===== src/rtl/cpu_control_unit.sv =====
// Multi-cycle control unit for a tiny accumulator-style CPU: fetches one- or
// two-byte instructions, sequences the ALU/register file and keeps pc and flags.
module cpu_control_unit #(
    parameter int WIDTH = 8
) (
    input  logic             clk,
    input  logic             rst_n,
    output logic             imem_req,
    output logic [WIDTH-1:0] imem_addr,
    input  logic             imem_ack,
    input  logic [WIDTH-1:0] imem_data,
    output logic [2:0]       alu_opcode,
    input  logic             zero_flag_in,
    input  logic             overflow_flag_in,
    output logic [1:0]       rf_ra,
    output logic [1:0]       rf_rb,
    output logic             rf_we,
    output logic [1:0]       rf_wa,
    output logic             rf_wsel,
    output logic [WIDTH-1:0] imm,
    output logic             z_flag,
    output logic             v_flag,
    output logic             halted
);

    typedef enum logic [2:0] {
        S_FETCH,
        S_DECODE,
        S_FETCH2,
        S_EXEC,
        S_HALT
    } state_t;

    localparam logic [2:0] OP_ADD  = 3'b000;
    localparam logic [2:0] OP_AND  = 3'b001;
    localparam logic [2:0] OP_NOT  = 3'b010;
    localparam logic [2:0] OP_LDI  = 3'b011;
    localparam logic [2:0] OP_JZ   = 3'b100;
    localparam logic [2:0] OP_JMP  = 3'b101;
    localparam logic [2:0] OP_NOP  = 3'b110;
    localparam logic [2:0] OP_HALT = 3'b111;

    localparam logic [WIDTH-1:0] PC_STEP = {{(WIDTH-1){1'b0}}, 1'b1};

    state_t           state;
    logic [WIDTH-1:0] pc;
    logic [6:0]       ir;
    logic             we_q;
    logic [2:0]       op;
    logic [1:0]       rd;
    logic [1:0]       rs;

    // Only the seven meaningful instruction bits are kept; bit 0 is don't-care.
    assign op = ir[6:4];
    assign rd = ir[3:2];
    assign rs = ir[1:0];

    assign imem_addr = pc;
    assign rf_ra     = rd;
    assign rf_rb     = rs;
    assign rf_wa     = rd;
    assign rf_wsel   = (op == OP_LDI);
    // Reset arriving during EXEC must suppress the write in that same cycle.
    assign rf_we     = we_q & rst_n;

    always_ff @(posedge clk) begin
        if (!rst_n) begin
            state      <= S_FETCH;
            pc         <= '0;
            ir         <= '0;
            imm        <= '0;
            z_flag     <= 1'b0;
            v_flag     <= 1'b0;
            imem_req   <= 1'b0;
            we_q       <= 1'b0;
            alu_opcode <= OP_ADD;
            halted     <= 1'b0;
        end else begin
            case (state)
                S_FETCH: begin
                    if (imem_req && imem_ack) begin
                        ir       <= imem_data[WIDTH-1 -: 7];
                        pc       <= pc + PC_STEP;
                        imem_req <= 1'b0;
                        state    <= S_DECODE;
                    end else begin
                        imem_req <= 1'b1;
                    end
                end
                S_DECODE: begin
                    case (op)
                        OP_LDI, OP_JZ, OP_JMP: begin
                            imem_req <= 1'b1;
                            state    <= S_FETCH2;
                        end
                        OP_NOP: begin
                            imem_req <= 1'b1;
                            state    <= S_FETCH;
                        end
                        OP_HALT: begin
                            halted <= 1'b1;
                            state  <= S_HALT;
                        end
                        default: begin
                            we_q       <= 1'b1;
                            alu_opcode <= op;
                            state      <= S_EXEC;
                        end
                    endcase
                end
                S_FETCH2: begin
                    if (imem_req && imem_ack) begin
                        imm      <= imem_data;
                        pc       <= pc + PC_STEP;
                        imem_req <= 1'b0;
                        we_q     <= (op == OP_LDI);
                        state    <= S_EXEC;
                    end else begin
                        imem_req <= 1'b1;
                    end
                end
                S_EXEC: begin
                    case (op)
                        OP_ADD, OP_AND, OP_NOT: begin
                            z_flag <= zero_flag_in;
                            v_flag <= overflow_flag_in;
                        end
                        OP_JMP: pc <= imm;
                        OP_JZ: begin
                            if (z_flag) pc <= imm;
                        end
                        default: ;
                    endcase
                    we_q       <= 1'b0;
                    alu_opcode <= OP_ADD;
                    imem_req   <= 1'b1;
                    state      <= S_FETCH;
                end
                S_HALT: begin
                    imem_req <= 1'b0;
                    halted   <= 1'b1;
                end
                default: state <= S_FETCH;
            endcase
        end
    end

endmodule


===== config.mk =====
export PLATFORM = sky130hd
export DESIGN_NAME = cpu_control_unit
export DESIGN_NICKNAME = d
export VERILOG_FILES = /design/src/rtl/cpu_control_unit.sv
export SDC_FILE = /design/constraint.sdc
export NUM_CORES = 1
export LEC_CHECK = 0
export ABC_CLOCK_PERIOD_IN_PS = 2400
export CORE_ASPECT_RATIO = 0.9
export CORE_MARGIN = 2
export CORE_UTILIZATION = 50
export DETAILED_ROUTE_END_ITERATION = 8
export PLACE_DENSITY_LB_ADDON = 0.15
export SLEW_MARGIN = 20
export SYNTH_ARGS = -nofsm -noshare
export SYNTH_HDL_FRONTEND = slang
export SYNTH_SLANG_ARGS = --single-unit
export TNS_END_PERCENT = 10

===== constraint.sdc =====
create_clock -name clk -period 2.4 [get_ports clk]
set_clock_uncertainty 0.2 [all_clocks]
set_input_delay 0.48 -clock clk [delete_from_list [all_inputs] [get_ports clk]]
set_output_delay 0.48 -clock clk [all_outputs]
set_load 0.01 [all_outputs]

==> results of run 1 <==
-- how the worst min path moves through the flow --
stage	startpoint	to	slack [ns]	cells past startpoint
floorplan	ir[0]	ir[0]	0.28	2
global placement	halted	halted	0.25	1
detailed placement	halted	halted	0.26	1
CTS	halted	halted	0.27	1
global route	halted	halted	0.30	1
finish	halted	halted	0.27	1
-- flip-flops by register name, summed over array words and instances (netlist names) --
signal and flops:
imem_addr 8, imm 8, ir 7, alu_opcode 3
state 3, halted 1, imem_req 1, v_flag 1
we_q 1, z_flag 1
-- critical path, delay by kind of cell --
kind | cells | cell delay (ns)
AND/OR/NAND/NOR | 1 | 0.13
buffers and inverters | 2 | 1.02
-- per-stage QoR --
stage          power, mW  setup WS (ns)
2_1_floorplan     0.7310         0.7948
3_3_place_gp      0.7925        0.06730
3_5_place_dp      0.7977        0.08006
4_1_cts            1.222        0.08006
5_1_grt            1.266        0.04665
6_report           1.210        0.08808
-- cell families (layout without fill, tap and decap cells) --
kind of cell,Yosys count,count (layout)
AND/OR/NAND/NOR,79,79
AO/OA/AOI/OAI,38,38
flip-flops,34,34
multiplexers,17,17
buffers and inverters,14,56
adder cells (fa/ha/maj),1,1
XOR/XNOR,1,1
-- routing by layer --
metal  vias to the layer above  wire length, um  track usage (%)
met5                         -                0                0
met4                         0               34            6.706
met3                         6              242            5.650
met2                        54             1751            31.29
met1                       679             1840            28.92
li1                        729                -                -
-- cell usage in the layout, fill, tap and decap left out, types with 2 or more instances in the layout --
master	n
clkdlybuf4s50_1	43
dfxtp_1	34
mux2i_1	17
nand2_1	15
nor2b_1	14
nor2_1	13
o21ai_0	11
a21oi_1	7
and2_1	6
clkbuf_8	6
buf_4	5
nor3b_1	4
nand2b_1	4
a21boi_0	4
nor3_1	3
nand3_1	3
nand2b_4	2
o211a_1	2
nand4_1	2
o21a_1	2
a21boi_1	2
o211ai_1	2
-- power by group --
group          total (mW)  internal, mW  switching [mW]
Combinational       0.173        0.0952          0.0779
Sequential          0.613         0.584          0.0291
Clock               0.425         0.231           0.193
-- layout make-up --
class	instances	area [um2]
timing repair buffer	48	467.9
sequential	34	680.7
clock buffer	7	86.33
tap	44	55.05
fill	261	1100
clock inverter	1	5.005
multi-input combinational	136	983.4
==> flow_summary_export.csv, run 1 <==
group,metric,value,unit
floorplanning,top_level_ports,44,
critical_path,crit_path_max_fanout,2,
clock_tree,h-tree-depth,2,
floorplanning,dieArea,0.003999,mm2
yosys,post_synth_xor_area_fraction,0.4993,%
job,cap_violations,0,
global_route,first_global_vias,1330,
yosys,synth_enable_flop_cells,0,
route,drc,0,
worst_hold_path,class_of_the_tightest_hold_or_removal_check,"flip-flop to flip-flop",
cells_and_area,nNetsFinal,239,
clock_tree,cts_tree,"built",
yosys,synth_seq_area_share,38.80,%
placement,hpwl,2.793,mm
global_route,total_grt_usage,20.78,%
global_route,grt_max_degree,34,
global_route,grt_pass1_wl,6.313,mm
yosys,yosys.area_share.adder,0.7133,%
route,drt_pass1_iterations,4,
floorplanning,die_h,60.19,um
timing,max-slew-margin-rel,58.69,%
clock_tree,post-cts-setup-buffers,0,
critical_path,critical_path_startpoint_category,"input pin",
timing,tightest_hold_margin,0.2721,ns
timing,tightest_slew,0.6188,ns
critical_path,r2r.worst_path.cells,4,
cells_and_area,area_delta_synth_final,29.89,%
timing,timing.setup.tns,0,ns
yosys,synth_most_common_cell,"dfxtp_1",
critical_path,startpoint,"rst_n",
clock_tree,cts_inserted_buffers,5,
clock_tree,clkSinkCount,34,
placement,final_weighted_congestion_in_routability_driven_placement,0.8532,
yosys,postSynthNetCount,198,
yosys,synthMuxAreaShare,9.700,%
cells_and_area,post-route-util,67.44,%
pwr,irDropWorstVdd,405.3,uV
critical_path,timing.critical_path.required,1.72,ns
timing,hold_violations,0,
clock_tree,clk_root_buf,"clkbuf_8",
route,post_drt_wl_per_cell,14.33,um
yosys,synthesized_area_fraction_occupied_by_and_or_nand_nor_cells,29.67,%
global_route,overflow,0,
timing,finalMaxSlewViolations,0,
critical_path,cp_cell_sequence,"clkdlybuf4s50_1 > and2_1 > clkdlybuf4s50_1",
yosys,postSynthRegisterBits,34,
critical_path,launch_point_of_the_worst_reg_to_reg_path,"state[0]",
timing,timing.fmax,432.5,MHz
yosys,synth_top_cell_area_share,38.80,%
clock_tree,insertion_delay,0.28,ns
yosys,synth_common_cells,"dfxtp_1, mux2i_1, nand2_1, nor2b_1, nor2_1",
run_status,outcome,"finished, final reports clean",
floorplanning,core_region_area,0.003378,mm2
yosys,synthDistinctLibCells,46,
yosys,yosys.area.top_type,"dfxtp_1",
clock_tree,cts_resized,0,
cells_and_area,fin_cells,270,
critical_path,worst_path_largest_cell_delay,0.53,ns
timing,final_min_period_over_clock_period,96.33,%
route,postRouteWirelength,3.868,mm
timing,final.min_clock_period,2.312,ns
yosys,post_synth_main_area_contributors,"dfxtp_1, mux2i_1, nor2b_1",
floorplanning,initial_core_util,51.93,%
critical_path,worst_setup_path_end_kind,"output port",
yosys,async_flop_share,0,%
cells_and_area,finish.instance_area,0.002278,mm2
placement,placed_area,0.002187,mm2
route,via_count,1468,
global_route,antenna_found_initial,0,
yosys,post_synth_instance_area,0.001754,mm2
pwr,powerDensity,531.2,mW/mm2
floorplanning,fp.dieW,66.44,um
yosys,synth_compound_gate_area_share,15.48,%
critical_path,crit_path_end,"rf_we",
yosys,syn-instance-count,184,
route,post_drt_via_cell_ratio,5.437,
critical_path,crit_slowest_cell,"clkdlybuf4s50_1",
critical_path,timing.rr.end,"imem_addr[7]",
critical_path,worst_ep_arrival_time,1.63,ns
route,detailed_route_iter0_violations,116,
timing,setup_violations,0,
placement,portBuffers,43,
timing,grt_setup_unrepaired,"no",
clock_tree,clk_pin_slew,0.07,ns
cells_and_area,drive_gt1_share,10.62,%
pwr,p_leak,0.8340,nW
yosys,synth_top_flop_cell,"dfxtp_1",
floorplanning,std_cell_rows,20,
critical_path,rrSetupSlack,0.34,ns
clock_tree,clock_path_buffers,2,
yosys,synthesis.area_per_instance,9.534,um2
critical_path,critical_path.most_common_cell,"clkdlybuf4s50_1",
yosys,synth.yosys.warnings,0,
yosys,synth_top_family_by_area,"simple AND/OR/NAND/NOR gates",
cells_and_area,antenna_cells,0,
clock_tree,hold_buffers,0,
critical_path,timing.setup.critical_path_class,"input pin to output port",
route,ant_nets,0,
placement,place_inst,262,
No activity file was read; power rests on OpenSTA's default activity.
==> run 2: changes to the inputs <==
--- a/config.mk
+++ b/config.mk
@@ -6,9 +6,11 @@
 export NUM_CORES = 1
 export LEC_CHECK = 0
 export ABC_CLOCK_PERIOD_IN_PS = 2400
+export CELL_PAD_IN_SITES_DETAIL_PLACEMENT = 1
+export CELL_PAD_IN_SITES_GLOBAL_PLACEMENT = 1
 export CORE_ASPECT_RATIO = 0.9
 export CORE_MARGIN = 2
-export CORE_UTILIZATION = 50
+export CORE_UTILIZATION = 39
 export DETAILED_ROUTE_END_ITERATION = 8
 export PLACE_DENSITY_LB_ADDON = 0.15
 export SLEW_MARGIN = 20
==> run 2 against run 1 <==
Net effect: clock power increased by 5.4%; via count is 2.0% higher; hold slack worse by 0.0033 ns; largest cell class unchanged; critical path depth stayed put; worst setup slack lost 0.029 ns; combinational power up 8%; sequential share of layout area shrank 0.39 points; critical endpoint unchanged.
==> flow_summary_export.csv, run 2 (synthesis gave the netlist of run 1 again) <==
group,metric,value,unit
run_status,outcome,"finished, final reports clean",
global_route,first_global_vias,1542,
critical_path,critical_path.most_common_cell,"clkdlybuf4s50_1",
timing,grt_setup_unrepaired,"no",
critical_path,crit_slowest_cell,"clkdlybuf4s50_1",
critical_path,critical_path_startpoint_category,"input pin",
cells_and_area,area_delta_synth_final,31.60,%
clock_tree,hold_buffers,0,
clock_tree,h-tree-depth,2,
route,via_count,1498,
job,cap_violations,0,
route,post_drt_via_cell_ratio,5.183,
cells_and_area,fin_cells,289,
critical_path,worst_path_largest_cell_delay,0.53,ns
route,detailed_route_iter0_violations,121,
cells_and_area,drive_gt1_share,11.01,%
pwr,total_power,1.241,mW
critical_path,r2r.worst_path.cells,4,
route,ant_nets,0,
placement,place_inst,281,
placement,pre_cts_ws,0.05521,ns
pwr,p_leak,0.8393,nW
clock_tree,insertion_delay,0.29,ns
cells_and_area,antenna_cells,0,
clock_tree,clock_path_buffers,2,
critical_path,worst-path-buf-inv,2,
route,postRouteWirelength,4.700,mm
placement,portBuffers,43,
timing,hold_violations,0,
route,post_drt_wl_per_cell,16.26,um
timing,final_min_period_over_clock_period,97.55,%
clock_tree,cts_inserted_buffers,5,
global_route,grt_max_degree,34,
placement,final_weighted_congestion_in_routability_driven_placement,0.8163,
clock_tree,clk_root_buf,"clkbuf_8",
timing,finalMaxSlewViolations,0,
cells_and_area,nNetsFinal,240,
floorplanning,fp.dieW,74.70,um
timing,timing.setup.tns,0,ns
critical_path,rrSetupSlack,0.51,ns
critical_path,launch_point_of_the_worst_reg_to_reg_path,"ir[6]",
cells_and_area,fill_cells,515,
global_route,total_grt_usage,20.46,%
cells_and_area,multiInputGateArea,983.4,um2
clock_tree,clk_pin_slew,0.07,ns
worst_hold_path,start_point_of_the_worst_min_delay_path,"halted",
critical_path,cp_cell_sequence,"clkdlybuf4s50_1 > and2_1 > clkdlybuf4s50_1",
floorplanning,core_region_area,0.004403,mm2
cells_and_area,layout_commonest_cell,"clkdlybuf4s50_1",
cells_and_area,finish.instance_area,0.002308,mm2
pwr,irDropWorstVdd,269.2,uV
floorplanning,die_h,67.63,um
floorplanning,top_level_ports,44,
pwr,powerDensity,537.5,mW/mm2
critical_path,timing.setup.critical_path_class,"input pin to output port",
critical_path,timing.rr.end,"imem_addr[7]",
timing,timing.fmax,427.1,MHz
clock_tree,cts_tree,"built",
critical_path,worst_ep_arrival_time,1.66,ns
worst_hold_path,number_of_cells_on_the_worst_hold_path,1,
worst_hold_path,class_of_the_tightest_hold_or_removal_check,"flip-flop to flip-flop",
floorplanning,initial_core_util,39.84,%
cells_and_area,layout.cells.most_common_list,"clkdlybuf4s50_1, dfxtp_1, mux2i_1",
timing,tightest_slew,0.5063,ns
floorplanning,std_cell_rows,23,
clock_tree,post-cts-setup-buffers,0,
timing,final.min_clock_period,2.341,ns
placement,placed_area,0.002217,mm2
cells_and_area,final-seq-area,680.7,um2
global_route,grt_pass1_wl,7.741,mm
critical_path,worst_setup_path_end_kind,"output port",
timing,max-slew-margin-rel,66.12,%
worst_hold_path,timing.hold.worst_endpoint,"halted",
clock_tree,cts_resized,0,
global_route,antenna_found_initial,0,
global_route,overflow,0,
critical_path,critical-path-top-delay-family,"buffers and inverters",
route,drt_pass1_iterations,4,
clock_tree,clkSinkCount,34,
critical_path,timing.critical_path.required,1.72,ns
critical_path,crit_path_max_fanout,2,
placement,hpwl,3.449,mm
floorplanning,dieArea,0.005051,mm2
timing,setup_violations,0,
timing,layout_setup_ws,0.05882,ns
route,drc,0,
-- run 2: cell count changes in the layout (fill, tap and decap cells not counted) --
| cell | previous run | this run |
|---|---|---|
| buf_4 | 5 | 6 |
-- run 2: where the power goes --
group          switching (mW)  internal, mW
clock network           0.217         0.232
registers              0.0227         0.583
logic                  0.0894        0.0970
total                   0.329         0.912
-- run 2: worst max-delay path by stage --
stage                        start           end  cells after the start
after floorplan           state[0]  imem_addr[6]                      5
after global placement       rst_n         rf_we                      3
after detailed placement     rst_n         rf_we                      3
after CTS                    rst_n         rf_we                      3
after global routing         rst_n         rf_we                      3
final                        rst_n         rf_we                      3
-- run 2: final cells by class --
cell class	instances	share of cell area [%]
Tap cell	62	3.360
Clock inverter	1	0.2168
Sequential cell	34	29.49
Clock buffer	7	3.740
Multi-Input combinational cell	136	42.60
Timing Repair Buffer	49	20.60
-- run 2: metrics by stage --
stage / utilization [%] / hold slack, ns
finish: 52.43 / 0.2687
global route: 52.43 / 0.3060
CTS: 52.43 / 0.2757
detailed placement: 50.36 / 0.2593
global placement: 50.36 / 0.2523
floorplan: - / 0.2839
-- run 2: per-layer routing --
metal	wire length, um	up-vias	part of all wire [%]	GRT usage, %
met4	63	0	1.3	6.027
met2	2225	31	47	32.85
li1	-	734	-	-
met5	0	-	0	0
met3	160	6	3.4	4.925
met1	2250	727	48	27.30
==> run 3: changes to the inputs <==
--- a/config.mk
+++ b/config.mk
@@ -13,6 +13,7 @@
 export CORE_UTILIZATION = 39
 export DETAILED_ROUTE_END_ITERATION = 8
 export PLACE_DENSITY_LB_ADDON = 0.15
+export SKIP_CTS_REPAIR_TIMING = 1
 export SLEW_MARGIN = 20
 export SYNTH_ARGS = -nofsm -noshare
 export SYNTH_HDL_FRONTEND = slang
==> results of run 3 <==
Same layout as run 2: the final DEF is identical, and so are final timing and power.
==> RTL edit 1: new RTL, settings of run 3 <==
Encoding of `state_t`: now Gray code (3 bits for 5 states).
--- a/src/rtl/cpu_control_unit.sv
+++ b/src/rtl/cpu_control_unit.sv
@@ -24,11 +24,11 @@
 );
 
     typedef enum logic [2:0] {
-        S_FETCH,
-        S_DECODE,
-        S_FETCH2,
-        S_EXEC,
-        S_HALT
+        S_FETCH  = 3'b000,
+        S_DECODE = 3'b001,
+        S_FETCH2 = 3'b011,
+        S_EXEC   = 3'b010,
+        S_HALT   = 3'b110
     } state_t;
 
     localparam logic [2:0] OP_ADD  = 3'b000;
Behaviour: same outputs for any inputs over 10 cycles, from zero or initial values and one cycle with rst_n low; not proved beyond that.
==> RTL edit 1 against run 3 <==
Synthesized area shrank 2.0%; design area is essentially flat; maximum frequency grew 0.76%; routed wire length grew 13%; power grew 19%; sequential cell count is the same; die area shrank 1.9%; worst setup slack gained 0.018 ns; sequential share of layout area is essentially flat; largest power group is now the clock network.
==> RTL edit 1: results (changes against run 3) <==
Placed design:
- The total placed instance area is 2170 sq um (-2.3%).
- The number of buffers added on ports was 43 (unchanged).
- The total instance count after detailed placement is 285 (+1.4%).
- The placed wire-length estimate was 3.64 mm (+5.5%).
- The final weighted congestion in routability-driven placement is 0.869 (+6.4%).

Cells and area:
- The number of fill cells in the layout is 490 (-4.9%).
- The area fraction of clock buffers and clock inverters was 6.18% (+2.2 points).
- The final-stage net count is 246 (+2.5%).
- The final core utilization is 55.6% (+3.1 points).
- The final-layout clock buffer total is 6 (-1).
- The non-clock buffering overhead in the final layout was 20.6% (about the same).
- The proportion of cell area occupied by multi-input gates is 40.0% (-2.6 points).
- The fraction of final layout cells sized beyond drive strength 1 is 9.44% (-1.6 points).
- The multi-input gate count is 139 (+2.2%).
- The antenna cell count came to 0 (unchanged).

Detailed routing:
- The post-route met1 wirelength was 2.35 mm (+4.3%).
- The routed wire length on met2 was 2.44 mm (+9.8%).
- The count of vias placed by the detailed router was 1655 (+10%).
- The average detailed-routed wire length per instance is 18.1 microns (+11%).
- The met3 wirelength from detailed routing is 372 microns (+130%).

GRT:
- The met3 usage in global routing is 7.56% (+2.6 points).
- The global-route track usage on met2 was 36.2% (+3.3 points).
- The global-route usage over all layers is 23.5% (+3.0 points).
- The global-route track usage on met1 was 29.7% (+2.4 points).
- The maximum number of pins on one net before global-route repair is 29 (-15%).

Power and ir drop:
- The part of the power in combinational logic is 12.9% (-2.1 points).
- The net switching power is 350 uW (+6.4%).
- The combinational logic power is 190 uW (+2%).
- The reported leakage power was 0.000856 uW (+2.0%).
- The power consumed by the clock network is 667 uW (+49%).

Logic synthesis:
- After synthesis, the cell types taking the most area are sky130_fd_sc_hd__dfxtp_1 (40%), sky130_fd_sc_hd__mux2i_1 (10%), sky130_fd_sc_hd__nor2_1 (5.7%).
- The synthesized instance count is 193 (+4.9%).
- The net count after synthesis is 207 (+4.5%).
- The sequential element share of the synthesized area is 39.6% (+0.79 points).
- Ranked by instance count, the synthesized netlist is headed by sky130_fd_sc_hd__dfxtp_1 (34), sky130_fd_sc_hd__nor2_1 (26), sky130_fd_sc_hd__mux2i_1 (18), sky130_fd_sc_hd__a21oi_1 (14), sky130_fd_sc_hd__nand2_1 (8).
- The unique cell type count in the Yosys netlist was 48 (+4.3%).

STA:
- The relative slew slack is 56.3% (-9.8 points).
- The number of setup violations in the final report came to 0 (unchanged).

Hold path:
- The worst hold path belongs to the class flip-flop to flip-flop.

Status:
- The flow ran to the end, and the final reports show no timing, DRC or antenna violations.

Critical path:
- The data arrival time of the critical path is 1.64 ns (-0.02 ns).
## RTL edit 1: cell types whose count changed after synthesis, moves of 3 or more
cell,run 3,this run
sky130_fd_sc_hd__a31oi_1,0,4
sky130_fd_sc_hd__a21boi_0,4,0
sky130_fd_sc_hd__o311ai_1,0,3
sky130_fd_sc_hd__nand3b_1,1,4
sky130_fd_sc_hd__nand2_1,15,8
sky130_fd_sc_hd__nor2b_1,14,0
sky130_fd_sc_hd__o21ai_0,11,4
sky130_fd_sc_hd__nor2_1,13,26
sky130_fd_sc_hd__nand3_1,3,7
sky130_fd_sc_hd__o31ai_1,1,4
sky130_fd_sc_hd__a21oi_1,7,14
## RTL edit 1: final timing paths
path | start | endpoint | slack [ns] | cells past startpoint
min | v_flag | v_flag | 0.26 | 2
max reg2reg | state[1] | imem_addr[5] | 0.18 | 4
min reg2reg | v_flag | v_flag | 0.26 | 2
max | rst_n | rf_we | 0.08 | 3
## RTL edit 1: logic make-up after synthesis
kind of cell	synth area share, %
buffers and inverters	6.62
multiplexers	10.5
AND/OR/NAND/NOR	24.9
AO/OA/AOI/OAI	17.7
adder cells (fa/ha/maj)	0.728
flip-flops	39.6
## RTL edit 1: worst max-delay path, stage by stage
cell,delay (ns)
sky130_fd_sc_hd__clkdlybuf4s50_1,0.50
sky130_fd_sc_hd__and2_1,0.14
sky130_fd_sc_hd__clkdlybuf4s50_1,0.52
## RTL edit 1: metrics by stage
| stage | worst slack (ns) | hold slack, ns |
|---|---|---|
| after floorplan | 0.669 | 0.232 |
| after global placement | 0.0681 | 0.244 |
| after detailed placement | -0.0450 | 0.258 |
| after CTS | 0.0571 | 0.273 |
| after global routing | 0.0175 | 0.293 |
| final | 0.0764 | 0.263 |
==> RTL edit 2: new RTL, config.mk and constraints of run 3 <==
Without the edit above. `WIDTH`: 8 -> 12.
--- a/src/rtl/cpu_control_unit.sv
+++ b/src/rtl/cpu_control_unit.sv
@@ -1,7 +1,7 @@
 // Multi-cycle control unit for a tiny accumulator-style CPU: fetches one- or
 // two-byte instructions, sequences the ALU/register file and keeps pc and flags.
 module cpu_control_unit #(
-    parameter int WIDTH = 8
+    parameter int WIDTH = 12
 ) (
     input  logic             clk,
     input  logic             rst_n,
Ports: changed (resized imem_addr, imem_data and imm); port bits go from 44 to 56. The function was not compared with the original's and may differ.
==> RTL edit 2 against run 3 <==
Sequential cell count is 8 higher; count of clock-buffer cells in the layout is 2 lower; synthesized area is 22% higher; register-to-register slack worse by 0.02 ns; power is 17% higher; routed wire length is 23% higher; worst setup slack better by 0.072 ns; design area is 21% higher; critical path depth stayed put; final cell count is 23% higher; critical endpoint is now rf_wsel; largest power group unchanged.
==> RTL edit 2: results (changes against run 3) <==
Status:
- The flow ran to the end, and the final reports show no timing, DRC or antenna violations.

Cells and area:
- The final-stage net count is 306 (+28%).
- The fraction of final layout cells sized beyond drive strength 1 is 7.96% (-3.1 points).
- The number of fill cells in the layout is 622 (+21%).

Logic synthesis:
- The sequential element share of the synthesized area came to 39.3% (+0.45 points).
- By area the synthesized netlist is led by sky130_fd_sc_hd__dfxtp_1 (39%), sky130_fd_sc_hd__mux2i_1 (7.5%), sky130_fd_sc_hd__a21boi_0 (4.9%).
- The net count after synthesis was 258 (+30%).

Critical path:
- The register-to-register setup slack is 0.49 ns (-0.02 ns).
- The maximum fanout along the worst path came to 7 (+5).
- The critical register-to-register path endpoint is imem_addr[9].
- In this run the critical register-to-register path is launched from state[2].
- The data arrival time of the critical path is 1.59 ns (-0.07 ns).
- The delay contributed by the slowest stage of the critical path is 0.56 ns (+0.03 ns).

Detailed routing:
- The starting DRC count in detailed routing was 93 (-23%).
- The average detailed-routed wire length per instance is 16.3 microns (about the same).

Placed design:
- The total placed instance area is 2690 sq um (+21%).
- The number of buffers added on ports is 55 (+28%).
- The worst slack after detailed placement is 0.0198 ns (-0.0354 ns).
- The final weighted congestion in routability-driven placement came to 0.772 (-5.5%).
- The placed wire-length estimate is 4.13 mm (+20%).

Power and ir drop:
- The reported leakage power is 0.00106 uW (+26%).
- The maximum vdd drop came to 0.243 mV (-9.9%).

GRT:
- The wire length of the first global-routing pass came to 9.51 mm (+23%).
- The number of global-route vias before repair is 2020 (+31%).
- The global-route usage over all layers came to 20.1% (-0.36 points).
==> RTL edit 2: changes by cell type in the layout (fill, tap and decap cells not counted), moves of 5 or more <==
cell / delta
sky130_fd_sc_hd__a21boi_0: +10
sky130_fd_sc_hd__clkdlybuf4s50_1: +11
sky130_fd_sc_hd__dfxtp_1: +8
sky130_fd_sc_hd__nand2_1: +7
sky130_fd_sc_hd__nand3_1: +7
sky130_fd_sc_hd__o21ai_0: +5
==> RTL edit 2: how the worst max path moves through the flow <==
stage	startpoint	end	slack, ns	cells past startpoint
global placement	rst_n	rf_we	0.03	3
global route	ir[5]	rf_wsel	0.05	3
detailed placement	rst_n	rf_we	0.02	3
floorplan	rst_n	rf_we	0.56	3
CTS	rst_n	rf_we	0.02	3
finish	ir[5]	rf_wsel	0.13	3
==> RTL edit 2: layer usage <==
layer  routed length [microns]  global-route usage (%)  share of wire, %  vias to the layer above
met4                        85                    5.93               1.5                        0
met1                      2800                    26.4                48                      928
met5                         0                       0                 0                        -
li1                          -                       -                 -                      947
met2                      2710                    33.6                47                       40
met3                       192                    4.00               3.3                        9
==> RTL edit 2: where the power goes <==
| group | internal (uW) | leakage [uW] | switching, uW |
|---|---|---|---|
| logic | 112 | 0.000672 | 108 |
| clock network | 210 | 0.0000447 | 273 |
| registers | 720 | 0.000340 | 25.1 |
| total | 1040 | 0.00106 | 407 |
==> RTL edit 2: stage by stage <==
stage / std cells / hold slack [ns] / util [%]
final: 356 / 0.272 / 52.8
after global routing: 356 / 0.297 / 52.8
after floorplan: 240 / 0.258 / -
after CTS: 356 / 0.275 / 52.7
after detailed placement: 348 / 0.257 / 50.9
after global placement: 348 / 0.248 / 50.9
==> RTL edit 2: final cells by class <==
type / count / area (sq um) / area share, %
well taps: 67 / 83.8 / 3.01
repair buffers: 63 / 613 / 22.0
inverters: 2 / 7.51 / 0.269
clock buffers: 5 / 68.8 / 2.47
flip-flops and latches: 42 / 841 / 30.1
multi-input cells: 174 / 1150 / 41.2
clock inverters: 3 / 25.0 / 0.897
==> RTL edit 2: logic make-up (layout without fill, tap and decap cells) <==
group	count (synthesis)	in the layout	synth area share, %
muxes	16	16	7.48
DFF	42	42	39.3
AOI/OAI and AO/OA	63	63	20.4
buffers and inverters	24	73	7.07
adders and majority gates	1	1	0.584
xor gates and xnor gates	1	1	0.409
and+or+nand+nor	93	93	24.8
